--- src/rtl/clkdiv_multi.sv ---
// ---------------------------------------------------------------------------
// clkdiv_multi
//
// Multi-channel programmable clock divider. Each of NUM_CH channels counts
// enabled clk cycles up to its active terminal count, then wraps. On the wrap
// it raises a one-cycle tick strobe and toggles a 50% duty divided output.
// Downstream logic is expected to use tick as a clock enable, so that it
// stays in the clk domain.
//
// A new divisor presented on div_val is only adopted on a wrap, or by
// sync_clr. Because of this, a period in flight is never shortened or
// stretched. sync_clr also realigns the phase of every channel.
//
// Ports
//   clk       in   1             system clock, all logic on posedge
//   rst       in   1             asynchronous reset, active low
//   en        in   NUM_CH        per-channel run enable
//   div_val   in   NUM_CH*CNT_W  packed terminal counts, ch i at [i*CNT_W +: CNT_W]
//   sync_clr  in   1             synchronous clear / phase-align of all channels
//   div_out   out  NUM_CH        per-channel divided clock (registered)
//   tick      out  NUM_CH        per-channel one-cycle strobe (registered)
// ---------------------------------------------------------------------------
module clkdiv_multi #(
    parameter int          NUM_CH      = 3,
    parameter int          CNT_W       = 32,
    parameter int unsigned DEFAULT_DIV = 200000
) (
    input  logic                      clk,
    input  logic                      rst,
    input  logic [NUM_CH-1:0]         en,
    input  logic [NUM_CH*CNT_W-1:0]   div_val,
    input  logic                      sync_clr,
    output logic [NUM_CH-1:0]         div_out,
    output logic [NUM_CH-1:0]         tick
);

    localparam logic [CNT_W-1:0] DEFAULT_TERM = CNT_W'(DEFAULT_DIV);
    localparam logic [CNT_W-1:0] CNT_ONE      = CNT_W'(1);

    logic [CNT_W-1:0]  cnt_q  [NUM_CH];
    logic [CNT_W-1:0]  cnt_d  [NUM_CH];
    logic [CNT_W-1:0]  term_q [NUM_CH];
    logic [CNT_W-1:0]  term_d [NUM_CH];
    logic [NUM_CH-1:0] div_q;
    logic [NUM_CH-1:0] div_d;
    logic [NUM_CH-1:0] tick_q;
    logic [NUM_CH-1:0] tick_d;

    // Per-channel next state. Priority is sync_clr, then en, then hold.
    // Equality against term is enough to stop cnt running past it: term is
    // only ever replaced at the moment cnt returns to zero.
    always_comb begin
        div_d  = div_q;
        tick_d = '0;
        for (int i = 0; i < NUM_CH; i++) begin
            cnt_d[i]  = cnt_q[i];
            term_d[i] = term_q[i];
            if (sync_clr) begin
                cnt_d[i]  = '0;
                term_d[i] = div_val[i*CNT_W +: CNT_W];
                div_d[i]  = 1'b0;
            end else if (en[i]) begin
                if (cnt_q[i] == term_q[i]) begin
                    cnt_d[i]  = '0;
                    term_d[i] = div_val[i*CNT_W +: CNT_W];
                    div_d[i]  = ~div_q[i];
                    tick_d[i] = 1'b1;
                end else begin
                    cnt_d[i] = cnt_q[i] + CNT_ONE;
                end
            end
        end
    end

    always_ff @(posedge clk or negedge rst) begin
        if (!rst) begin
            for (int i = 0; i < NUM_CH; i++) begin
                cnt_q[i]  <= '0;
                term_q[i] <= DEFAULT_TERM;
            end
            div_q  <= '0;
            tick_q <= '0;
        end else begin
            for (int i = 0; i < NUM_CH; i++) begin
                cnt_q[i]  <= cnt_d[i];
                term_q[i] <= term_d[i];
            end
            div_q  <= div_d;
            tick_q <= tick_d;
        end
    end

    assign div_out = div_q;
    assign tick    = tick_q;

endmodule

--- config.mk ---
export PLATFORM = sky130hd
export DESIGN_NAME = clkdiv_multi
export DESIGN_NICKNAME = d
export VERILOG_FILES = /design/src/rtl/clkdiv_multi.sv
export SDC_FILE = /design/constraint.sdc
export NUM_CORES = 1
export LEC_CHECK = 0
export CAP_MARGIN = 10
export CELL_PAD_IN_SITES_DETAIL_PLACEMENT = 0
export CELL_PAD_IN_SITES_GLOBAL_PLACEMENT = 2
export CORE_ASPECT_RATIO = 0.75
export CORE_MARGIN = 2
export CORE_UTILIZATION = 38
export DETAILED_ROUTE_END_ITERATION = 10
export PLACE_DENSITY = 0.82
export SLEW_MARGIN = 20
export SYNTH_ARGS = -nofsm -noshare
export SYNTH_HDL_FRONTEND = slang
export SYNTH_SLANG_ARGS = --single-unit
--- constraint.sdc ---
create_clock -name clk -period 2.5 [get_ports clk]
set_input_delay 0.375 -clock clk [delete_from_list [all_inputs] [get_ports clk]]
set_output_delay 0.375 -clock clk [all_outputs]
set_load 0.005 [all_outputs]
==> results of run 1 <==
## cells by family (layout without fill, tap and decap cells)
group                      after synthesis  after routing  share of synthesized area [%]
AOI/OAI and AO/OA                       57             57                          4.297
xor gates and xnor gates               165            165                          14.64
adders and majority gates                3              3                         0.3803
buffers and inverters                   54            216                          2.725
DFF                                    198            198                          50.42
muxes                                  101            101                          11.48
and+or+nand+nor                        315            315                          16.06
## final cells by class
| type | count | area share (%) |
|---|---|---|
| sequential | 198 | 40.23 |
| multi-input combinational | 641 | 37.63 |
| timing repair buffer | 169 | 13.56 |
| clock buffer | 20 | 3.772 |
| tap | 344 | 3.479 |
| clock inverter | 12 | 0.8697 |
| inverter | 15 | 0.4551 |
## report_power, final
| group | total, mW | leakage [nW] | switching (mW) | internal, mW |
|---|---|---|---|---|
| registers | 3.52 | 2.52 | 0.130 | 3.39 |
| logic | 0.737 | 2.25 | 0.309 | 0.428 |
| clock network | 2.68 | 0.284 | 1.29 | 1.39 |
| total | 6.94 | 5.05 | 1.73 | 5.21 |
## flip-flops by register name, summed over array words and instances (netlist names)
register / count
term_q: 96
tick: 3
cnt_q: 96
div_out: 3
## layout by cell type (no fill, tap or decap), drive strengths merged, types with 8 or more instances in the layout
cell type / instances
xnor2: 97
nor4: 20
xor2: 68
inv: 21
o31ai: 10
a21oi: 8
mux2: 98
nor3: 11
nand3: 24
nand2: 49
nor2: 110
dfstp: 18
nand4: 46
and2: 12
dfrtp: 180
buf: 59
clkbuf: 23
and3: 14
clkdlybuf4s50: 106
o21ai: 11
and4: 9
## stage by stage
| stage | utilization [%] | instances | setup WS, ns | power, mW | instance area [um^2] |
|---|---|---|---|---|---|
| 5_1_grt | 48.11 | 1399 | 0.03365 | 7.280 | 12370 |
| 6_report | 48.11 | 1399 | 0.1578 | 6.939 | 12370 |
| 3_3_place_gp | 45.45 | 1362 | 0.06420 | 4.304 | 11690 |
| 4_1_cts | 47.72 | 1395 | 0.05647 | 7.043 | 12270 |
| 2_1_floorplan | - | 893 | 0.2916 | 3.921 | 9872 |
| 3_5_place_dp | 45.45 | 1362 | 0.05686 | 4.313 | 11690 |
## worst min-delay path by stage
stage | endpoint | slack [ns] | cells past startpoint
detailed placement | cnt_q[56]$_DFFE_PN0P_ | 0.36 | 1
finish | cnt_q[55]$_DFFE_PN0P_ | 0.45 | 2
CTS | cnt_q[55]$_DFFE_PN0P_ | 0.46 | 2
global placement | cnt_q[56]$_DFFE_PN0P_ | 0.36 | 1
floorplan | cnt_q[0]$_DFFE_PN0P_ | 0.08 | 0
global route | cnt_q[55]$_DFFE_PN0P_ | 0.48 | 2
## worst max-delay path, delay by kind of cell (launching register included)
family	cells	cell delay [ns]
buffers and inverters	3	0.44
flip-flops	1	0.57
XOR/XNOR	1	0.15
AND/OR/NAND/NOR	3	0.53
AO/OA/AOI/OAI	1	0.19
multiplexers	1	0.33
## cell usage after synthesis (4+ instances only)
cell type	number
xor2_1	68
clkbuf_1	12
inv_1	14
or3_1	5
nand2b_1	4
nor3_1	9
buf_4	6
nand4_1	45
xnor2_1	97
mux2_2	70
nor2_1	110
buf_2	16
dfstp_2	18
and2_1	11
a21oi_1	8
a2bb2oi_1	4
o31ai_1	9
and4_1	9
nor4_1	18
nand3_1	24
nor2b_1	5
dfrtp_1	180
nand2_1	49
mux2_1	28
and3_1	14
o21ai_0	10
a41oi_1	5
## routing by layer
layer,vias to the layer above,global-route usage (%),part of all wire [%]
li1,3404,-,-
met1,3405,26.32,51
met2,108,25.93,44
met3,12,3.785,3.8
met4,0,4.162,0.82
met5,-,0,0
## what timing repair did
item	4_1_cts	5_1_grt
setup endpoints to repair	0	56
buffers inserted	0	2
hold buffers	1	0
resized for setup	0	3
hold endpoints to repair	37	0
==> impl_metrics.csv, run 1 <==
group,metric,value,unit
run_status,status,"completed",
worst_setup_path,timing.rr.end,"term_q[1]$_DFFE_PN0P_",
cts,clk_pin_slew,0.08,ns
global_route,grt_max_degree,62,
worst_setup_path,r2r_cells,9,
drt,drc,0,
worst_setup_path,cp-endpoint,"term_q[1]$_DFFE_PN0P_",
timing,max_slew_margin,67.36,%
floorplan,die_h,143.6,um
timing,rsz0062_at_grt,"false",
yosys,synth.top_cell.area_share,45.63,%
yosys,synth_warnings,0,
yosys,syn_area_per_cell,11.05,um^2
drt,drt_first_pass_iters,4,
global_route,gr-usage-all-layers,17.61,%
cts,numCtsBuffers,17,
global_route,grt_pass1_wl,36.99,mm
timing,hold_ws,0.4538,ns
timing,finalSetupViolations,0,
layout,drive_above_1_share,18.20,%
worst_setup_path,critPathMaxFanout,13,
placement,gp_congestion,0.8032,
floorplan,die_w,190.1,um
yosys,async_flop_share,100.0,%
worst_setup_path,reg2reg_slack,0.16,ns
layout,num_antenna_cells,0,
floorplan,core,0.02572,mm^2
drt,routedWlPerCell,16.46,um
drt,routed_wl,23.03,mm
cts,cts_tree,"yes",
yosys,synthesis.nets,998,
placement,numPortBuffers,107,
timing,period_needed,2.342,ns
yosys,synth-seq-cells,198,
timing,hold_violations,0,
floorplan,io_pins,108,
placement,hpwlAfterDp,16.82,mm
worst_hold_path,min_path_type,"input port to async pin",
worst_setup_path,start_kind,"register",
worst_setup_path,endpoint_kind,"register",
yosys,syn_area,0.009872,mm^2
floorplan,die_area,0.02730,mm^2
layout,multi_input_area,0.004656,mm^2
layout,nets,1147,
timing,tightest_slew,0.4852,ns
global_route,grt_pass1_vias,6816,
worst_setup_path,cp-startpoint,"term_q[17]$_DFFE_PN1P_",
cts,clock_latency,0.44,ns
yosys,synth_area_leaders,"dfrtp_1 (46%), xnor2_1 (8.6%), mux2_2 (8.0%)",
drt,num_vias,6929,
worst_setup_path,max_stage_delay,0.57,ns
drt,ant_nets,0,
worst_setup_path,timing.critical_path.mode_cell,"buf_12",
timing,fmax,426.9,MHz
worst_setup_path,cp_slowest_cell,"dfstp_2",
timing,post-route-period-util,93.69,%
yosys,ys_types,54,
yosys,synthFlopType,"dfrtp_1",
layout,nFillCells,2432,
floorplan,placementRows,51,
yosys,synthCells,893,
layout,areaGrowthSynthToFinish,25.32,%
layout,regArea,0.004977,mm^2
floorplan,initial_utilization,38.39,%
cts,clockBufferDepth,2,
timing,fin_setup_tns,0,ns
timing,maxSlewViolCount,0,
run,cap_violations,0,
yosys,synth_edf_count,0,
power,pwr_density_cell,560.8,mW/mm^2
timing,fin_skew,0.01431,ns
global_route,antenna_found_initial,0,
cts,h-tree-depth,4,
worst_setup_path,worstPathRequired,2.82,ns
cts,clock_sinks,198,
worst_setup_path,worstPathArrival,2.66,ns
worst_setup_path,crit_type,"register to register",
worst_setup_path,r2r_start,"term_q[17]$_DFFE_PN1P_",
yosys,seq_area_frac_synth,50.42,%
drt,viasPerCell,4.953,
cts,cts-root-buf,"clkbuf_16",
global_route,overflow,0,
drt,drt_iter0_drc,364,
yosys,synth_largest_area_cell,"dfrtp_1",
power,p_leak,5.051,nW
power,irDropWorstVdd,0.4696,mV
worst_setup_path,crit_chain,"xnor2_2 > nand4_1 > nor4_2 > buf_4 > nand2_1 > o21ai_4 > buf_12 > buf_12 > mux2_2",
No activity file was read; power rests on OpenSTA's default activity.
==> run 2, diff against run 1 <==
ABC_AREA = 1   (was unset)
CAP_MARGIN = 20   (was 10)
CORE_ASPECT_RATIO = unset   (was 0.75)
CORE_UTILIZATION = 34   (was 38)
PLACE_DENSITY = 0.81   (was 0.82)
==> impl_metrics.csv, run 2 <==
group,metric,value,unit
placement,place_worst_setup_slack,0.1591,ns
yosys,synthFlopType,"dfrtp_1",
run,cap_violations,0,
global_route,antenna_found_initial,1,
global_route,grt_pass1_vias,9293,
floorplan,die_area,0.03387,mm^2
worst_setup_path,reg2reg_slack,0.33,ns
worst_hold_path,min_path_type,"input port to register",
timing,fin_setup_tns,0,ns
timing,maxSlewViolCount,0,
drt,routedWlPerCell,14.82,um
global_route,gr-usage-all-layers,18.01,%
power,pwr_density_cell,549.0,mW/mm^2
timing,finalSetupViolations,0,
floorplan,core,0.03172,mm^2
power,power,7.246,mW
layout,num_antenna_cells,0,
global_route,overflow,0,
floorplan,io_pins,108,
worst_setup_path,start_kind,"register",
floorplan,die_h,184.0,um
cts,cts-root-buf,"clkbuf_16",
timing,hold_violations,0,
drt,routed_wl,28.70,mm
cts,clk_pin_slew,0.07,ns
floorplan,placementRows,65,
cts,h-tree-depth,4,
drt,viasPerCell,4.768,
yosys,synth_edf_count,0,
power,power_frac_seq,48.9,%
drt,ant_nets,0,
floorplan,initial_utilization,34.74,%
timing,fin_skew,0.02279,ns
layout,reg_top3,"cnt_q (96), term_q (96)",
cts,clock_latency,0.45,ns
worst_setup_path,critPathMaxFanout,19,
placement,gp_congestion,0.8341,
drt,drc,0,
yosys,syn_area,0.01102,mm^2
yosys,synthesis.nets,1521,
yosys,synth.top_cell.area_share,40.88,%
cts,clock_sinks,198,
power,intPower,5.386,mW
power,p_leak,5.753,nW
timing,period_needed,2.170,ns
yosys,synthCells,1416,
worst_setup_path,endpoint_kind,"register",
timing,fin_ws,0.3296,ns
worst_setup_path,crit_type,"register to register",
floorplan,die_w,184.0,um
global_route,grt_pass1_wl,48.27,mm
yosys,ys_types,35,
power,p_sw_share,25.67,%
global_route,grt_max_degree,66,
timing,rsz0062_at_grt,"false",
cts,cts_tree,"yes",
layout,layout_commonest_cell,"nand2_1",
yosys,seq_area_frac_synth,45.17,%
yosys,synth_warnings,0,
worst_setup_path,worstPathRequired,2.83,ns
placement,numPortBuffers,107,
power,irDropWorstVdd,0.5001,mV
yosys,synthTopCellsByCount,"nand2_1 (399), nand3_1 (220), dfrtp_1 (180)",
timing,fmax,460.7,MHz
timing,max_slew_margin,59.67,%
yosys,synth_area_leaders,"dfrtp_1 (41%), nand2_1 (14%), nand3_1 (10%)",
placement,hpwlAfterDp,20.88,mm
power,combPwrFrac,12.0,%
yosys,yosysMostFrequentCell,"nand2_1",
layout,layout_common_cells,"nand2_1 (399), nand3_1 (220), dfrtp_1 (180)",
cts,clockBufferDepth,2,
yosys,async_flop_share,100.0,%
drt,drt_iter0_drc,469,
yosys,synth_largest_area_cell,"dfrtp_1",
timing,tightest_slew,0.6049,ns
power,p_sw,1.860,mW
layout,areaGrowthSynthToFinish,19.79,%
timing,post-route-period-util,86.82,%
timing,hold_ws,0.4382,ns
run_status,status,"completed",
layout,nets,1626,
yosys,syn_area_per_cell,7.782,um^2
drt,num_vias,9231,
cts,numCtsBuffers,17,
drt,drt_first_pass_iters,4,
worst_setup_path,worstPathArrival,2.50,ns
yosys,synth-seq-cells,198,
power,clkPwrFrac,39.1,%
layout,drive_above_1_share,7.497,%
run 2: cell types whose count changed after synthesis, moves of 22 or more:
cell     change
inv_1       +73
nand3_1    +196
nor2_1      +67
mux2_1      -28
mux2_2      -70
nand2_1    +350
xor2_1      -22
run 2: critical path, cell delays in order (launching register included):
cell and delay [ns]:
dfrtp_1 0.45, inv_1 0.10, nand2_1 0.05, nand2_1 0.05
nand2_1 0.08, nor2_1 0.14, nand2_1 0.09, nor2_2 0.22
nand2_4 0.19, nand2_4 0.22, nand2_2 0.08, buf_4 0.23
nand2_1 0.09, nand2_1 0.05
run 2: cells by family (layout without fill, tap and decap cells):
kind of cell / Yosys count / in the layout / share of synthesized area [%]
compound gates: 40 / 40 / 1.976
xor+xnor: 151 / 151 / 12.14
fa+ha+maj: 3 / 3 / 0.3407
buf+inv: 146 / 264 / 5.848
flops: 198 / 198 / 45.17
simple gates: 878 / 878 / 34.53
run 2: cell type report:
class                   count  area (um^2)
flip-flops and latches    198         4977
fillers                  3270        18520
clock inverters            10        120.1
repair buffers            142         1390
well taps                 402        503.0
inverters                  90        337.8
multi-input cells        1072         5398
clock buffers              22        474.2
run 2: timing repair:
action                     CTS  global route
hold buffers                 1             0
resized for setup            0             0
hold endpoints to repair    57             0
setup endpoints to repair    0             0
setup buffers                0             0
run 2: path summary, 6_finish.rpt:
kind                                         from                endpoint  cells after the start
setup / recovery            cnt_q[64]$_DFFE_PN0P_  term_q[71]$_DFFE_PN0P_                     13
hold / removal                        div_val[80]  term_q[16]$_DFFE_PN1P_                      3
setup reg to reg            cnt_q[64]$_DFFE_PN0P_  term_q[71]$_DFFE_PN0P_                     13
hold reg to reg            term_q[74]$_DFFE_PN1P_  term_q[74]$_DFFE_PN1P_                      2
max in group asynchronous                     rst  term_q[11]$_DFFE_PN1P_                      3
min in group asynchronous                     rst   cnt_q[41]$_DFFE_PN0P_                      2
run 2: through the flow:
step / utilization (%) / cells / area (um^2)
after detailed placement: 39.71 / 1903 / 12600
after CTS: 41.62 / 1936 / 13200
after floorplan: - / 1416 / 11020
after global routing: 41.62 / 1936 / 13200
after global placement: 39.71 / 1903 / 12600
final: 41.62 / 1936 / 13200
run 2: power by group through the flow:
stage                     Combinational, mW  Clock (mW)  Sequential (mW)
after floorplan                       0.515           0             3.56
final                                 0.870        2.83             3.54
after global placement                0.878           0             3.60
after detailed placement              0.887           0             3.60
after global routing                  0.997        3.07             3.57
after CTS                             0.893        2.93             3.55
run 2: routing by layer:
layer | GRT usage [%] | vias up | wire length [um]
li1 | - | 4727 | -
met1 | 25.84 | 4359 | 14530
met2 | 28.39 | 126 | 12990
met3 | 2.952 | 17 | 922
met4 | 4.224 | 2 | 252
met5 | 0 | - | 9
